File: config.mk
export PLATFORM = sky130hd
export DESIGN_NAME = regfile_wb_arbiter
export DESIGN_NICKNAME = d
export VERILOG_FILES = /design/src/rtl/regfile_wb_arbiter.sv
export SDC_FILE = /design/constraint.sdc
export NUM_CORES = 1
export LEC_CHECK = 0
export BUFFER_PORTS_ARGS = -buffer_cell sky130_fd_sc_hd__buf_2
export CAP_MARGIN = 20
export CELL_PAD_IN_SITES_DETAIL_PLACEMENT = 0
export CELL_PAD_IN_SITES_GLOBAL_PLACEMENT = 1
export CORE_UTILIZATION = 32
export DETAILED_ROUTE_END_ITERATION = 10
export PLACE_DENSITY_LB_ADDON = 0.1
export SETUP_SLACK_MARGIN = 0.05
export SLEW_MARGIN = 25
export SYNTH_ARGS = -nofsm -noshare
export SYNTH_HDL_FRONTEND = slang
export SYNTH_SLANG_ARGS = --single-unit
export TNS_END_PERCENT = 10
File: constraint.sdc
create_clock -name clk_i -period 1.8 [get_ports clk_i]
set_input_delay 0.18 -clock clk_i [delete_from_list [all_inputs] [get_ports clk_i]]
set_output_delay 0.18 -clock clk_i [all_outputs]
set_load 0.05 [all_outputs]
File: src/rtl/regfile_wb_arbiter.sv
// Two-source writeback arbiter for the single RegFile write port.
// Port 0 has default priority; port 1 is guaranteed service by a starvation counter.

module regfile_wb_pend_bit #(
  parameter int AW  = 5,
  parameter int IDX = 0
) (
  input  logic          we_i,
  input  logic [AW-1:0] wa_i,
  input  logic          p1_wait_i,
  input  logic [AW-1:0] p1_addr_i,
  output logic          pend_o
);
  // r0 is hardwired, so a write to it can never be a hazard
  if (IDX == 0) begin : g_r0
    assign pend_o = 1'b0;
  end else begin : g_rn
    assign pend_o = (we_i && (wa_i == AW'(IDX))) || (p1_wait_i && (p1_addr_i == AW'(IDX)));
  end
endmodule

module regfile_wb_arbiter #(
  parameter int DW           = 32,
  parameter int AW           = 5,
  parameter int STARVE_LIMIT = 4
) (
  input  logic                 clk_i,
  input  logic                 rst_n_i,
  input  logic                 p0_valid_i,
  output logic                 p0_ready_o,
  input  logic [AW-1:0]        p0_addr_i,
  input  logic [DW-1:0]        p0_data_i,
  input  logic                 p1_valid_i,
  output logic                 p1_ready_o,
  input  logic [AW-1:0]        p1_addr_i,
  input  logic [DW-1:0]        p1_data_i,
  output logic                 rf_we_o,
  output logic [AW-1:0]        rf_wa_o,
  output logic [DW-1:0]        rf_wd_o,
  output logic [(1<<AW)-1:0]   pending_mask_o
);
  localparam int NREG = 1 << AW;
  localparam int CW   = $clog2(STARVE_LIMIT + 1);
  localparam logic [CW-1:0] CNT_MAX = CW'(STARVE_LIMIT);

  localparam logic [0:0] PRIO0 = 1'b0;
  localparam logic [0:0] PRIO1 = 1'b1;

  typedef struct packed {
    logic [AW-1:0] addr;
    logic [DW-1:0] data;
  } wr_req_t;

  logic [0:0]    state_q, state_d;
  logic [CW-1:0] cnt_q, cnt_d;
  logic          we_q, we_d;
  wr_req_t       wr_q, wr_d;
  wr_req_t       p0_req, p1_req;
  logic          p0_xfer, p1_xfer;

  assign p0_req = '{addr: p0_addr_i, data: p0_data_i};
  assign p1_req = '{addr: p1_addr_i, data: p1_data_i};

  // Ready is gated by reset so nothing handshakes while the block is held
  always_comb begin
    p0_ready_o = 1'b0;
    p1_ready_o = 1'b0;
    if (rst_n_i) begin
      if (state_q == PRIO0) begin
        p0_ready_o = 1'b1;
        p1_ready_o = ~p0_valid_i;
      end else begin
        p1_ready_o = 1'b1;
        p0_ready_o = ~p1_valid_i;
      end
    end
  end

  assign p0_xfer = p0_valid_i & p0_ready_o;
  assign p1_xfer = p1_valid_i & p1_ready_o;

  always_comb begin
    cnt_d = '0;
    if (p1_valid_i && !p1_xfer)
      cnt_d = (cnt_q == CNT_MAX) ? cnt_q : cnt_q + CW'(1);
  end

  always_comb begin
    state_d = state_q;
    case (state_q)
      PRIO0:   if (cnt_d == CNT_MAX)          state_d = PRIO1;
      PRIO1:   if (p1_xfer || !p1_valid_i)    state_d = PRIO0;
      default:                                state_d = PRIO0;
    endcase
  end

  // Address/data follow every transfer; enable is suppressed for r0
  always_comb begin
    wr_d = wr_q;
    we_d = 1'b0;
    if (p1_xfer) begin
      wr_d = p1_req;
      we_d = (p1_req.addr != '0);
    end else if (p0_xfer) begin
      wr_d = p0_req;
      we_d = (p0_req.addr != '0);
    end
  end

  always_ff @(posedge clk_i or negedge rst_n_i) begin
    if (!rst_n_i) begin
      state_q <= PRIO0;
      cnt_q   <= '0;
      we_q    <= 1'b0;
      wr_q    <= '0;
    end else begin
      state_q <= state_d;
      cnt_q   <= cnt_d;
      we_q    <= we_d;
      wr_q    <= wr_d;
    end
  end

  assign rf_we_o = we_q;
  assign rf_wa_o = wr_q.addr;
  assign rf_wd_o = wr_q.data;

  for (genvar r = 0; r < NREG; r++) begin : g_pend
    regfile_wb_pend_bit #(.AW(AW), .IDX(r)) u_pend (
      .we_i      (we_q),
      .wa_i      (wr_q.addr),
      .p1_wait_i (p1_valid_i & ~p1_ready_o),
      .p1_addr_i (p1_addr_i),
      .pend_o    (pending_mask_o[r])
    );
  end
endmodule

==> run summary <==
The number of endpoints failing setup at the final stage is 15. The fraction of power consumed by sequential logic is 36.8%. The number of antenna violations at the first check in global routing is 0.

STA classifies the critical path startpoint as a flop. The total clock sinks came out at 42. At the end of routability-driven placement, the weighted congestion stood at 0.8063. In this run the worst path has a maximum fanout of 8. The clock latency of the later-clocked register in the worst-skew pair is 0.29 ns.

For this run, the top clock speed supported by timing is 533.9 MHz. The antenna diode count came out at 0. The total of max-cap violations is 0.

The number of synthesized flops with an enable pin is 0. The number of port buffers came out at 148. Clock tree synthesis selected as its root buffer the cell sky130_fd_sc_hd__clkbuf_8.

The post-detailed-route DRC marker count is 0. The width of the die came out at 95.80 um. In this run the worst hold path is classified as primary input to flop. The non-filler instance count after layout came out at 564. The floorplan step defined a die boundary enclosing 0.009177 sq mm. The Yosys step of the flow raised 0 warnings. The clock-pin slew on the worst setup and hold paths is 0.09 ns.

The final cycle utilization of the critical path is 104.0%. Once placement completed, the tool counted placed cells totaling 543. The final reports fail on setup timing. The global route total overflow is 0. The number of CTS-inserted buffers is 5. In this design, the largest share of critical-path delay is due to flip-flops.

At the pin with the least slew margin, the transition time is 0.6467 ns. The maximum number of pins on one net before global-route repair came out at 59. The worst voltage drop across the vdd grid is 0.3598 mV.

The number of levels in the clock H-tree is 2. Power comes to 3.120 mW. TritonCTS built the clock tree. The ratio of cells with drive above 1 in the final layout is 47.49%. The sum of negative setup slack is -0.6938 ns. The starting density of the core came out at 33.59%. The run finished, with violations left. The overall routing resource usage is 21.44%. Wires add up to 10.21 mm. The number of standard cells after synthesis came out at 340. After synthesis, the netlist uses 43 different library cells. Setup repair after global routing could not meet its margin everywhere. The number of global-route vias before repair came out at 2825. In the synthesized netlist the dominant register cell turns out to be sky130_fd_sc_hd__dfrtp_1.

The boundary pin count is 150. The cell area that synthesis handed to floorplanning was 0.002815 sq mm. Across the routed clock network, the largest skew measured is 0.01340 ns.

The mean cell area of the mapped netlist came out at 8.280 sq um. The switching part of the total came out at 44.12%. The sequential standard cell area is 0.001054 sq mm. The layout has 814 filler cells. The floorplan has 33 rows. The clock network fraction of design power came out at 19.4%. The switching power of the nets is 1.377 mW. STA puts the critical path data required time at 1.62 ns. The cell internal power dissipation came out at 1.744 mW.

Leaving out fill and tap cells, the most frequent cell in the layout is sky130_fd_sc_hd__buf_2. The reported leakage power came out at 1.696 nW. The time the worst path needs with I/O delays and setup is 1.873 ns. The final layout contains 538 nets. The headroom to the max-slew limit came out at 56.89%. STA classifies the critical path endpoint as an output pin. The largest incremental delay on the critical path is 0.39 ns. STA puts the critical path data arrival time at 1.69 ns.

For this design the ratio of total power to cell area is 750.7 mW/mm^2. The half-perimeter wire length after detailed placement came out at 6.586 mm. The worst hold slack came out at 0.1411 ns. The area added between synthesis and finish came out at 47.64%.

In this run, synthesis produced a sequential element count of 42. The wire length per cell after detailed routing came out at 18.11 um. After routing the design area is 0.004156 sq mm. In the layout the commonest cells are sky130_fd_sc_hd__buf_2, sky130_fd_sc_hd__dfrtp_1, sky130_fd_sc_hd__nor2_1. The die height is 95.80 um. The minimum setup slack in the final design came out at -0.07290 ns. The first global-routing pass estimated 15.02 mm of wire.

The combinational share of power is 43.8%. The core region is 0.008382 sq mm. The count of buffer and inverter cells on the critical path is 2. The total count of hold-check failures in the final report came out at 0. The worst setup path category is flop to output pin.

The DRC violation total after the first TritonRoute iteration is 139. The number of routed nets with antenna violations came out at 0. The total vias in the final route came out at 3076.

Traced cell by cell, the critical path runs through and2b_4 > o21ai_4 > clkbuf_16 > o32ai_4 > buf_6. The per-cell via count in the routed design came out at 5.454. The share of the Yosys chip area taken by registers is 37.33%. The maximum root-to-sink buffer count came out at 2.

For this run, the detailed router's first-pass iteration total came to 4. The post-placement cell area is 0.003392 sq mm. The total area of multi-input combinational cells came out at 0.001734 sq mm. The number of nets produced by synthesis came out at 420. The number of max-slew violations in the final report is 0. The share of synthesized flip-flops with an asynchronous set or reset came out at 100.0%. The standard cell with the maximum stage delay on the critical path is sky130_fd_sc_hd__dfrtp_1.
## cell families after synthesis
| family | count (synthesis) | synth area share [%] |
|---|---|---|
| AND/OR/NAND/NOR | 116 | 20.58 |
| AO/OA/AOI/OAI | 114 | 26.45 |
| buffers and inverters | 64 | 14.31 |
| flip-flops | 42 | 37.33 |
| adder cells (fa/ha/maj) | 2 | 0.8887 |
| XOR/XNOR | 1 | 0.3112 |
| other | 1 | 0.1332 |
## sequential cells by signal, indices dropped and copies added, names as in the netlist
signal and count:
cnt_q 3, state_q 1, rf_wd_o 32, rf_we_o 1, rf_wa_o 5
## metrics by stage
step                utilization (%)  setup WS (ns)
floorplan                         -        0.08708
global placement              40.47         0.1603
detailed placement            40.47        0.09962
CTS                           48.29       -0.05159
global route                  49.59        -0.1396
finish                        49.59       -0.07290
## layer usage
layer | track usage, % | wire [um]
met1 | 29.81 | 4662
met2 | 34.40 | 4750
met3 | 3.397 | 709
met4 | 5.970 | 91
met5 | 0 | 0
## tightest hold or removal path, cell delays in order
cell                      delay [ns]
sky130_fd_sc_hd__buf_2          0.09
sky130_fd_sc_hd__nand3_1        0.05
sky130_fd_sc_hd__a31oi_1        0.08
## power groups by stage
| stage | Clock, mW | Combinational, mW | Sequential (mW) |
|---|---|---|---|
| after floorplan | 0 | 0.444 | 1.56 |
| after global placement | 0 | 1.18 | 1.16 |
| after detailed placement | 0 | 1.18 | 1.16 |
| after CTS | 0.627 | 1.33 | 1.14 |
| after global routing | 0.656 | 1.45 | 1.17 |
| final | 0.606 | 1.37 | 1.15 |
## cell usage after synthesis, types with 2 or more instances
cell type                  count  area share (%)
sky130_fd_sc_hd__and4b_1       2            0.71
sky130_fd_sc_hd__nand2_1      10             1.3
sky130_fd_sc_hd__a221o_1       5             1.8
sky130_fd_sc_hd__a31oi_1      32             7.1
sky130_fd_sc_hd__buf_4        39              10
sky130_fd_sc_hd__dfrtp_1      42              37
sky130_fd_sc_hd__buf_2         7             1.2
sky130_fd_sc_hd__o22ai_1      16             3.6
sky130_fd_sc_hd__ha_1          2            0.89
sky130_fd_sc_hd__nand2b_1      6             1.3
sky130_fd_sc_hd__nor2_1       39             5.2
sky130_fd_sc_hd__or2_2         2            0.44
sky130_fd_sc_hd__inv_1         2            0.27
sky130_fd_sc_hd__nand3_1      37             6.6
sky130_fd_sc_hd__nand3b_1      2            0.53
sky130_fd_sc_hd__and2_1        2            0.44
sky130_fd_sc_hd__o32ai_1      15             4.7
sky130_fd_sc_hd__o21ai_0      33             5.9
sky130_fd_sc_hd__buf_1         5            0.67
sky130_fd_sc_hd__clkbuf_1      9             1.2
sky130_fd_sc_hd__o21ai_1       4            0.71
sky130_fd_sc_hd__nor2b_1       8             1.8
## path summary, 6_finish.rpt
| check | start | to | slack (ns) | depth (start not counted) |
|---|---|---|---|---|
| max | state_q | pending_mask_o[12] | -0.07 | 5 |
| max reg2reg | cnt_q[0] | state_q | 0.20 | 5 |
| min in group asynchronous | rst_n_i | rf_wa_o[1] | 0.19 | 3 |
| min | p1_data_i[6] | rf_wd_o[6] | 0.14 | 3 |
| min reg2reg | rf_wd_o[19] | rf_wd_o[19] | 0.55 | 2 |
| max in group asynchronous | rst_n_i | rf_wd_o[19] | 1.05 | 3 |
## cell type report
class / count / share of cell area, %
flip-flops and latches: 42 / 25.35
inverters: 3 / 0.2709
multi-input cells: 234 / 41.72
well taps: 105 / 3.161
repair buffers: 172 / 27.42
clock buffers: 6 / 1.746
clock inverters: 2 / 0.3311
## repair_timing
action	4_1_cts	5_1_grt
resized for setup	92	14
endpoints found under the setup margin	31	65
buffers inserted	6	2
cloned	1	1
endpoints found under the hold margin	20	1
hold buffers	2	1
pin swaps	18	0
No activity file was read; power rests on OpenSTA's default activity.
